===== src/rtl/qspi_pad_arbiter_if.sv =====
// Bundle of the two flash masters' pad-side signals plus the loader request/grant handshake.
// The masters drive through 'master'; the arbiter connects through 'slave'.
interface qspi_pad_arbiter_if;
    logic       soc_csb;
    logic       soc_sck;
    logic [3:0] soc_io_out;
    logic [3:0] soc_io_oeb;
    logic [3:0] soc_io_in;
    logic       soc_hold;

    logic       ldr_req;
    logic       ldr_gnt;
    logic       ldr_csb;
    logic       ldr_sck;
    logic [3:0] ldr_io_out;
    logic [3:0] ldr_io_oeb;
    logic [3:0] ldr_io_in;

    modport master (
        output soc_csb, soc_sck, soc_io_out, soc_io_oeb,
        output ldr_req, ldr_csb, ldr_sck, ldr_io_out, ldr_io_oeb,
        input  soc_io_in, soc_hold, ldr_gnt, ldr_io_in
    );

    modport slave (
        input  soc_csb, soc_sck, soc_io_out, soc_io_oeb,
        input  ldr_req, ldr_csb, ldr_sck, ldr_io_out, ldr_io_oeb,
        output soc_io_in, soc_hold, ldr_gnt, ldr_io_in
    );
endinterface


===== src/rtl/qspi_pad_arbiter.sv =====
// Shares the QSPI flash pads between the SoC flash controller (default owner) and a flash loader.
// Ownership only moves once the SoC chip select has been idle, with a parked guard interval between owners.
module qspi_pad_arbiter #(
    parameter int GUARD_CYCLES = 4
) (
    input  logic                clk,
    input  logic                aresetn,
    qspi_pad_arbiter_if.slave   bus,
    output logic                pad_csb_out,
    output logic                pad_csb_oeb,
    output logic                pad_sck_out,
    output logic                pad_sck_oeb,
    output logic [3:0]          pad_io_out,
    output logic [3:0]          pad_io_oeb,
    input  logic [3:0]          pad_io_in
);

    localparam int CNT_W = $clog2(GUARD_CYCLES + 1);
    localparam logic [CNT_W-1:0] CNT_LAST = CNT_W'(GUARD_CYCLES - 1);
    localparam logic [CNT_W-1:0] CNT_MAX  = CNT_W'(GUARD_CYCLES);
    localparam logic [CNT_W-1:0] CNT_ONE  = CNT_W'(1);

    typedef enum logic [2:0] {
        SOC_OWN,
        WAIT_SOC_IDLE,
        PARK_TO_LDR,
        LDR_OWN,
        PARK_TO_SOC
    } state_t;

    state_t           state;
    logic [CNT_W-1:0] idle_cnt;
    logic [CNT_W-1:0] cnt_inc;
    logic             soc_hold_q;
    logic             ldr_gnt_q;

    logic             nxt_csb;
    logic             nxt_sck;
    logic [3:0]       nxt_io_out;
    logic [3:0]       nxt_io_oeb;

    assign cnt_inc = (idle_cnt == CNT_MAX) ? idle_cnt : idle_cnt + CNT_ONE;

    // Pad drive for the next cycle; anything not owned falls back to the parked value.
    always_comb begin
        nxt_csb    = 1'b1;
        nxt_sck    = 1'b0;
        nxt_io_out = 4'h0;
        nxt_io_oeb = 4'hF;
        case (state)
            SOC_OWN: begin
                nxt_csb    = bus.soc_csb;
                nxt_sck    = bus.soc_sck;
                nxt_io_out = bus.soc_io_out;
                nxt_io_oeb = bus.soc_io_oeb;
            end
            WAIT_SOC_IDLE: begin
                if (!bus.soc_csb) begin
                    nxt_csb    = bus.soc_csb;
                    nxt_sck    = bus.soc_sck;
                    nxt_io_out = bus.soc_io_out;
                    nxt_io_oeb = bus.soc_io_oeb;
                end
            end
            LDR_OWN: begin
                nxt_csb    = bus.ldr_csb;
                nxt_sck    = bus.ldr_sck;
                nxt_io_out = bus.ldr_io_out;
                nxt_io_oeb = bus.ldr_io_oeb;
            end
            default: ;
        endcase
    end

    // The guard counter doubles as the idle qualifier and the park timer.
    always_ff @(posedge clk or negedge aresetn) begin
        if (!aresetn) begin
            state       <= SOC_OWN;
            idle_cnt    <= '0;
            soc_hold_q  <= 1'b0;
            ldr_gnt_q   <= 1'b0;
            pad_csb_out <= 1'b1;
            pad_sck_out <= 1'b0;
            pad_io_out  <= 4'h0;
            pad_io_oeb  <= 4'hF;
        end else begin
            pad_csb_out <= nxt_csb;
            pad_sck_out <= nxt_sck;
            pad_io_out  <= nxt_io_out;
            pad_io_oeb  <= nxt_io_oeb;
            case (state)
                SOC_OWN: begin
                    if (bus.ldr_req) begin
                        state      <= WAIT_SOC_IDLE;
                        idle_cnt   <= '0;
                        soc_hold_q <= 1'b1;
                    end
                end
                WAIT_SOC_IDLE: begin
                    if (!bus.ldr_req) begin
                        state      <= SOC_OWN;
                        idle_cnt   <= '0;
                        soc_hold_q <= 1'b0;
                    end else if (!bus.soc_csb) begin
                        idle_cnt <= '0;
                    end else if (idle_cnt >= CNT_LAST) begin
                        state    <= PARK_TO_LDR;
                        idle_cnt <= '0;
                    end else begin
                        idle_cnt <= cnt_inc;
                    end
                end
                PARK_TO_LDR: begin
                    if (idle_cnt >= CNT_LAST) begin
                        idle_cnt <= '0;
                        if (bus.ldr_req) begin
                            state     <= LDR_OWN;
                            ldr_gnt_q <= 1'b1;
                        end else begin
                            state <= PARK_TO_SOC;
                        end
                    end else begin
                        idle_cnt <= cnt_inc;
                    end
                end
                LDR_OWN: begin
                    if (!bus.ldr_req) begin
                        state     <= PARK_TO_SOC;
                        idle_cnt  <= '0;
                        ldr_gnt_q <= 1'b0;
                    end
                end
                PARK_TO_SOC: begin
                    if (idle_cnt >= CNT_LAST) begin
                        state      <= SOC_OWN;
                        idle_cnt   <= '0;
                        soc_hold_q <= 1'b0;
                    end else begin
                        idle_cnt <= cnt_inc;
                    end
                end
                default: begin
                    state <= SOC_OWN;
                end
            endcase
        end
    end

    assign pad_csb_oeb   = 1'b0;
    assign pad_sck_oeb   = 1'b0;
    assign bus.soc_hold  = soc_hold_q;
    assign bus.ldr_gnt   = ldr_gnt_q;
    assign bus.soc_io_in = (state == SOC_OWN || state == WAIT_SOC_IDLE) ? pad_io_in : 4'hF;
    assign bus.ldr_io_in = (state == LDR_OWN) ? pad_io_in : 4'hF;

endmodule


===== src/flat_wrapper.sv =====
// flat-port wrapper written by rule: the top's interface ports become plain ports
module qspi_pad_arbiter_flat 
#(
    parameter int GUARD_CYCLES = 4
)
  (clk, aresetn, pad_csb_out, pad_csb_oeb, pad_sck_out, pad_sck_oeb, pad_io_out, pad_io_oeb, pad_io_in, bus_soc_csb, bus_soc_sck, bus_soc_io_out, bus_soc_io_oeb, bus_ldr_req, bus_ldr_csb, bus_ldr_sck, bus_ldr_io_out, bus_ldr_io_oeb, bus_soc_io_in, bus_soc_hold, bus_ldr_gnt, bus_ldr_io_in);
  qspi_pad_arbiter_if bus_i ();
  input  logic clk;
  input  logic aresetn;
  output logic pad_csb_out;
  output logic pad_csb_oeb;
  output logic pad_sck_out;
  output logic pad_sck_oeb;
  output logic [3:0] pad_io_out;
  output logic [3:0] pad_io_oeb;
  input  logic [3:0] pad_io_in;
  input wire logic [$bits(bus_i.soc_csb)-1:0] bus_soc_csb;
  input wire logic [$bits(bus_i.soc_sck)-1:0] bus_soc_sck;
  input wire logic [$bits(bus_i.soc_io_out)-1:0] bus_soc_io_out;
  input wire logic [$bits(bus_i.soc_io_oeb)-1:0] bus_soc_io_oeb;
  input wire logic [$bits(bus_i.ldr_req)-1:0] bus_ldr_req;
  input wire logic [$bits(bus_i.ldr_csb)-1:0] bus_ldr_csb;
  input wire logic [$bits(bus_i.ldr_sck)-1:0] bus_ldr_sck;
  input wire logic [$bits(bus_i.ldr_io_out)-1:0] bus_ldr_io_out;
  input wire logic [$bits(bus_i.ldr_io_oeb)-1:0] bus_ldr_io_oeb;
  output wire logic [$bits(bus_i.soc_io_in)-1:0] bus_soc_io_in;
  output wire logic [$bits(bus_i.soc_hold)-1:0] bus_soc_hold;
  output wire logic [$bits(bus_i.ldr_gnt)-1:0] bus_ldr_gnt;
  output wire logic [$bits(bus_i.ldr_io_in)-1:0] bus_ldr_io_in;
  assign bus_i.soc_csb = bus_soc_csb;
  assign bus_i.soc_sck = bus_soc_sck;
  assign bus_i.soc_io_out = bus_soc_io_out;
  assign bus_i.soc_io_oeb = bus_soc_io_oeb;
  assign bus_i.ldr_req = bus_ldr_req;
  assign bus_i.ldr_csb = bus_ldr_csb;
  assign bus_i.ldr_sck = bus_ldr_sck;
  assign bus_i.ldr_io_out = bus_ldr_io_out;
  assign bus_i.ldr_io_oeb = bus_ldr_io_oeb;
  assign bus_soc_io_in = bus_i.soc_io_in;
  assign bus_soc_hold = bus_i.soc_hold;
  assign bus_ldr_gnt = bus_i.ldr_gnt;
  assign bus_ldr_io_in = bus_i.ldr_io_in;
  qspi_pad_arbiter #(.GUARD_CYCLES(GUARD_CYCLES)) u_core (.clk(clk), .aresetn(aresetn), .bus(bus_i), .pad_csb_out(pad_csb_out), .pad_csb_oeb(pad_csb_oeb), .pad_sck_out(pad_sck_out), .pad_sck_oeb(pad_sck_oeb), .pad_io_out(pad_io_out), .pad_io_oeb(pad_io_oeb), .pad_io_in(pad_io_in));
endmodule

===== config.mk =====
export PLATFORM = sky130hd
export DESIGN_NAME = qspi_pad_arbiter_flat
export DESIGN_NICKNAME = d
export VERILOG_FILES = /design/src/rtl/qspi_pad_arbiter_if.sv /design/src/rtl/qspi_pad_arbiter.sv /design/src/flat_wrapper.sv
export SDC_FILE = /design/constraint.sdc
export NUM_CORES = 1
export LEC_CHECK = 0
export ABC_AREA = 1
export CAP_MARGIN = 20
export CORE_MARGIN = 8
export CORE_UTILIZATION = 42
export CTS_BUF_LIST = sky130_fd_sc_hd__clkbuf_4 sky130_fd_sc_hd__clkbuf_8
export CTS_CLUSTER_SIZE = 14
export DETAILED_ROUTE_END_ITERATION = 10
export GPL_TIMING_DRIVEN = 0
export PLACE_DENSITY = 0.86
export SKIP_CTS_REPAIR_TIMING = 1
export SLEW_MARGIN = 10
export SYNTH_ARGS = -nofsm -noshare
export SYNTH_HDL_FRONTEND = slang
export SYNTH_SLANG_ARGS = --single-unit
export TNS_END_PERCENT = 100

===== constraint.sdc =====
create_clock -name clk -period 2 [get_ports clk]
set_input_delay 0.5 -clock clk [delete_from_list [all_inputs] [get_ports clk]]
set_output_delay 0.5 -clock clk [all_outputs]
set_load 0.05 [all_outputs]

## After elaboration in Yosys (flattened, before gate mapping)

Cells that the tools add are included.

| word-level totals | value |
|---|---|
| output and inout port bits | 22 |
| register bits | 18 |

| cells by class | value |
|---|---|
| reduce and logical (&&, ||, !) cells | 10 |
| eq/ne operators | 13 |
| $add $sub $neg | 1 |
| magnitude comparators | 1 |
| mux-type cells | 32 |

Operator list:

| operator | count |
|---|---|
| $mux W3 | 14 |
| $pmux W4 S3 | 2 |
| $mux W4 | 4 |
| $pmux W3 S5 | 1 |
| $pmux W3 S4 | 1 |
| $pmux W1 S3 | 3 |
| $ne A2 B2 Y1 const B | 4 |
| $reduce_and A4 Y1 | 2 |
| $eq A3 B2 Y1 const B | 2 |
| $eq A3 B3 Y1 const B | 2 |
| $mux W1 | 6 |
| $reduce_and A6 Y1 | 1 |
| $ne A2 B1 Y1 const B | 2 |
| $reduce_bool A4 Y1 | 1 |
| $add A3 B1 Y3 const B | 1 |
| $eq A3 B1 Y1 const B | 1 |
| $ge A3 B2 Y1 const B | 1 |
| $logic_not A3 Y1 | 1 |
| $ne A3 B2 Y1 const B | 1 |
| $ne A3 B3 Y1 const B | 1 |
| $reduce_and A3 Y1 | 1 |
| $reduce_bool A3 Y1 | 1 |
| $pmux W1 S2 | 1 |
| $reduce_bool A2 Y1 | 1 |
| 2 further kinds | 2 |

## Depth between registers and ports, before layout

| depth | value |
|---|---|
| depth in word-level cells | 6 |
| mapped depth | 9 |
| gate-level depth less buffers | 9 |

## Worst setup path before layout

Ideal clock, no wire load.

| timing path | value |
|---|---|
| kind | register to output |
| start point | register u_core.state[2] |
| end point | output bus_ldr_io_in[0] |
| data required time | 1500 ps |
| path buffers | 1 |
| cell stages (with the launch flop) | 6 |
| setup slack | 358 ps |
| arrival | 1142 ps |
| path through | dfrtp_1 > inv_2 > nand3_4 > inv_4 > buf_6 > nand2_1 |

| between the ends | value |
|---|---|
| longest elaborated chain between the ends | 2 |

RTL lines:

| element | RTL line | text |
|---|---|---|
| start: declaration | qspi_pad_arbiter.sv:31 | `state_t state;` |
| start signal: assignment | qspi_pad_arbiter.sv:78 | `state <= SOC_OWN;` |
| start signal: assignment | qspi_pad_arbiter.sv:94 | `state <= WAIT_SOC_IDLE;` |
| start signal: assignment | qspi_pad_arbiter.sv:101 | `state <= SOC_OWN;` |
| $eq A3 B2 Y1 | qspi_pad_arbiter.sv:154 | `assign bus.ldr_io_in = (state == LDR_OWN) ? pad_io_in : 4'hF;` |
| $mux W4 | qspi_pad_arbiter.sv:154 |  |
| end: declaration | flat_wrapper.sv:29 | `output wire logic [$bits(bus_i.ldr_io_in)-1:0] bus_ldr_io_in;` |

Every way passes these cells.

## Worst setup path in the final report

| timing path | value |
|---|---|
| start point | register u_core.state[1] |
| end point | output bus_soc_io_in[1] |

| between the ends | value |
|---|---|
| longest elaborated chain between the ends | 3 |
| elaborated cells on any way between the ends | 4 |
| classes of those cells | 1 x eq/ne; 1 x mux; 2 x reduce/logical |

RTL lines:

| element | RTL line | text |
|---|---|---|
| $eq A3 B1 Y1 / $logic_not A3 Y1 (equally long branches) | qspi_pad_arbiter.sv:153 | `assign bus.soc_io_in = (state == SOC_OWN \|\| state == WAIT_SOC_IDLE) ? pad_io_in : 4'hF;` |
| $logic_or A1 B1 Y1 (*) | qspi_pad_arbiter.sv:153 |  |
| $mux W4 (*) | qspi_pad_arbiter.sv:153 |  |
| end: declaration | flat_wrapper.sv:26 | `output wire logic [$bits(bus_i.soc_io_in)-1:0] bus_soc_io_in;` |

Every way passes the cells marked *; elsewhere a longest branch is shown, timed or not.

==> metrics <==
Row Count=18; fillcell total=189; share of layout cells above drive strength 1=0.200; multi-input combinational cell area=499 um^2; Finished Cell Area=~1700 um^2; RR Startpoint=u_core.idle_cnt[0]; crit path max fanout=10; synthesized area per cell=7.93 um^2; top-count cell post-synth=nand2_1; Boundary Pins=49; cell mode on critical path=buf_6; Die ar.=4450 um^2; clock latency on the worst-skew pair=around 0.3 ns; Die Wd=66.7 um; Tmin final=1.94 ns; Area growth, synth to finish=56.7%; post-placement cell count=~210; status=complete, no violations; CTS sink cnt=18; crit path capture type=primary output; ranking of synthesized cells by area=dfrtp_1 (30%), nand2_1 (14%), dfstp_2 (12%); Slowest cell on crit path=dfrtp_1; synthesized area=~1100 um^2; Final Hold Viols=0; list of most frequent post-synthesis cells=nand2_1 (40), nand3_1 (18), inv_1 (15), dfrtp_1 (13), o21ai_0 (6); sequential cell area=458 um^2; drt first-iter violations=76; register area share after synthesis=0.423; post-synth top area cell=dfrtp_1; WL final=~3.6 mm; worst r2r dst=u_core.bus.soc_hold; final clock skew=0.00504 ns; CP peak stage delay=0.40 ns; Setup CP Type=register to primary output; YS warnings=0; slew margin rel.=0.440; Final Non-Filler Cells=225; critical path cell sequence=buf_6 > nor2_4 > buf_6 > nand2_1 > clkbuf_2; Worst-path clk slew=0.11 ns; Max VDD drop=1.32 mV; Overflow after GRT=0; fin crit share=0.971; WP data required=1.50 ns; Post-DP Area=1580 um^2; Finished Core Util=0.689; Routed WL per cell=about 16 um; FFs w/ async S/R, synth=1.00; Main synth FF type=dfrtp_1; WHS Path Cells=2; hpwl dp=2.69 mm; DRT antenna net count=0; # Max-Cap Violations=0; type of the worst min-delay path=register to register; drt first pass iters=5; total negative setup slack=0 ns; Leak Pwr=0.000921 uW; TritonCTS clock tree=done; via/cell ratio=5.31; Seq cells post-synth=18; Synth cell types=24; Inserted Clock Buffers=3; R2R cell count=9; Final Wtd Congestion=about 0.82; GRT Util Overall=0.155; CTS max path bufs=2; hold path start=u_core.bus.ldr_gnt; Pwr Density=1710 nW/um^2; # setup viols final=0; final net count=226; port bufs=between 40 and 50; Worst-Margin Slew=0.838 ns; CP delay by family, top=buffers and inverters; hold endpoint=u_core.bus.ldr_gnt; vias in the first global route=approximately 1,200; antenna fix cells=0; root buf cell=clkbuf_4; startpoint types=register; R2R setup slack=approximately 0.29 ns; Starting Density=0.439; Yosys top cell area share=0.302; worst hold slack=0.489 ns; number of synthesized flops with an enable pin=0; first-pass GRT wire length=5.38 mm; f_max=around 510 MHz; Max H-tree Level=1; worst path bufs/invs=3; crit path DAT=1.44 ns; Post-route DRC=0; initial antenna violation count=0; Slew Limit Fails=0; die height=66.7 um; routed via count=between 1,000 and 1,500; Mapped Cells=roughly 140; largest net degree at the start of global routing=19; core area=roughly 2500 um^2
cells in the final DEF, fill, tap and decap left out:
cell type	instances
a21oi_1	3
a32o_1	5
buf_4	12
buf_6	4
clkbuf_2	3
clkbuf_4	5
clkbuf_8	2
clkdlybuf4s50_1	27
conb_1	2
dfrtp_1	12
dfrtp_2	1
dfstp_2	5
dlymetal6s2s_1	11
ha_1	3
inv_1	15
inv_2	1
inv_4	2
nand2_1	40
nand3_1	18
nand3_4	1
nand4_1	4
nor2_1	5
nor2_2	1
nor2_4	2
o211ai_1	1
o21ai_0	6
o21ai_1	3
o22ai_1	1
worst max-delay path by stage:
stage          cells after the start  slack [ns]             from          endpoint
2_1_floorplan                      5        0.36  u_core.state[2]  bus_ldr_io_in[0]
3_3_place_gp                       4       -0.36     pad_io_in[0]  bus_soc_io_in[0]
3_5_place_dp                       4       -0.40     pad_io_in[3]  bus_soc_io_in[3]
4_1_cts                            6       -0.60  u_core.state[2]  bus_ldr_io_in[0]
5_1_grt                            5      -0.003  u_core.state[1]  bus_soc_io_in[0]
6_report                           5        0.06  u_core.state[1]  bus_soc_io_in[1]
worst reg2reg max path, stage by stage (launching register included):
cell and delay (ns):
dfrtp_1 0.44, ha_1 0.22, ha_1 0.18, nor2_1 0.08, nand2_1 0.18, nor2_1 0.24
inv_1 0.08, nand3_1 0.09, nand2_1 0.04, o21ai_0 0.07
state kept, by name, summed over array words and instances (netlist names):
| signal | cells |
|---|---|
| u_core.bus.ldr_gnt | 1 |
| u_core.bus.soc_hold | 1 |
| u_core.idle_cnt | 3 |
| u_core.pad_csb_out | 1 |
| u_core.pad_io_oeb | 4 |
| u_core.pad_io_out | 4 |
| u_core.pad_sck_out | 1 |
| u_core.state | 3 |
cell families (layout without fill, tap and decap cells):
group,Yosys count,in the layout,synth area share
AO/OA/AOI/OAI,19,19,0.115
adder cells (fa/ha/maj),3,3,0.0348
buffers and inverters,24,82,0.117
flip-flops,18,18,0.423
other,1,2,0.00348
AND/OR/NAND/NOR,71,71,0.306
stage by stage:
step	total power, uW	setup slack [ns]
after global routing	3050	-0.00347
final	2890	0.0571
after CTS	2750	-0.602
after floorplan	1950	0.358
after detailed placement	2510	-0.400
after global placement	2450	-0.358
layout make-up:
class | instances | share of cell area
Timing Repair Buffer | 54 | 0.310
Multi-Input combinational cell | 95 | 0.295
Sequential cell | 18 | 0.271
Inverter | 18 | 0.0429
Buffer | 6 | 0.0370
Tap cell | 30 | 0.0222
Clock buffer | 4 | 0.0215
report_power, final:
group | internal [uW] | total, uW | leakage, uW | switching (uW)
Clock | 111 | 229 | 0.0000210 | 118
Combinational | 711 | 2020 | 0.000681 | 1310
Sequential | 559 | 635 | 0.000219 | 76.1
Total | 1380 | 2890 | 0.000921 | 1500
per-layer routing:
metal	vias to the layer above	GRT usage	part of all wire
met1	560	0.151	0.34
met4	0	0.0320	0.0076
li1	565	-	-
met3	5	0.0654	0.080
met5	-	0	0
met2	64	0.293	0.57
No activity file was read; power rests on OpenSTA's default activity.
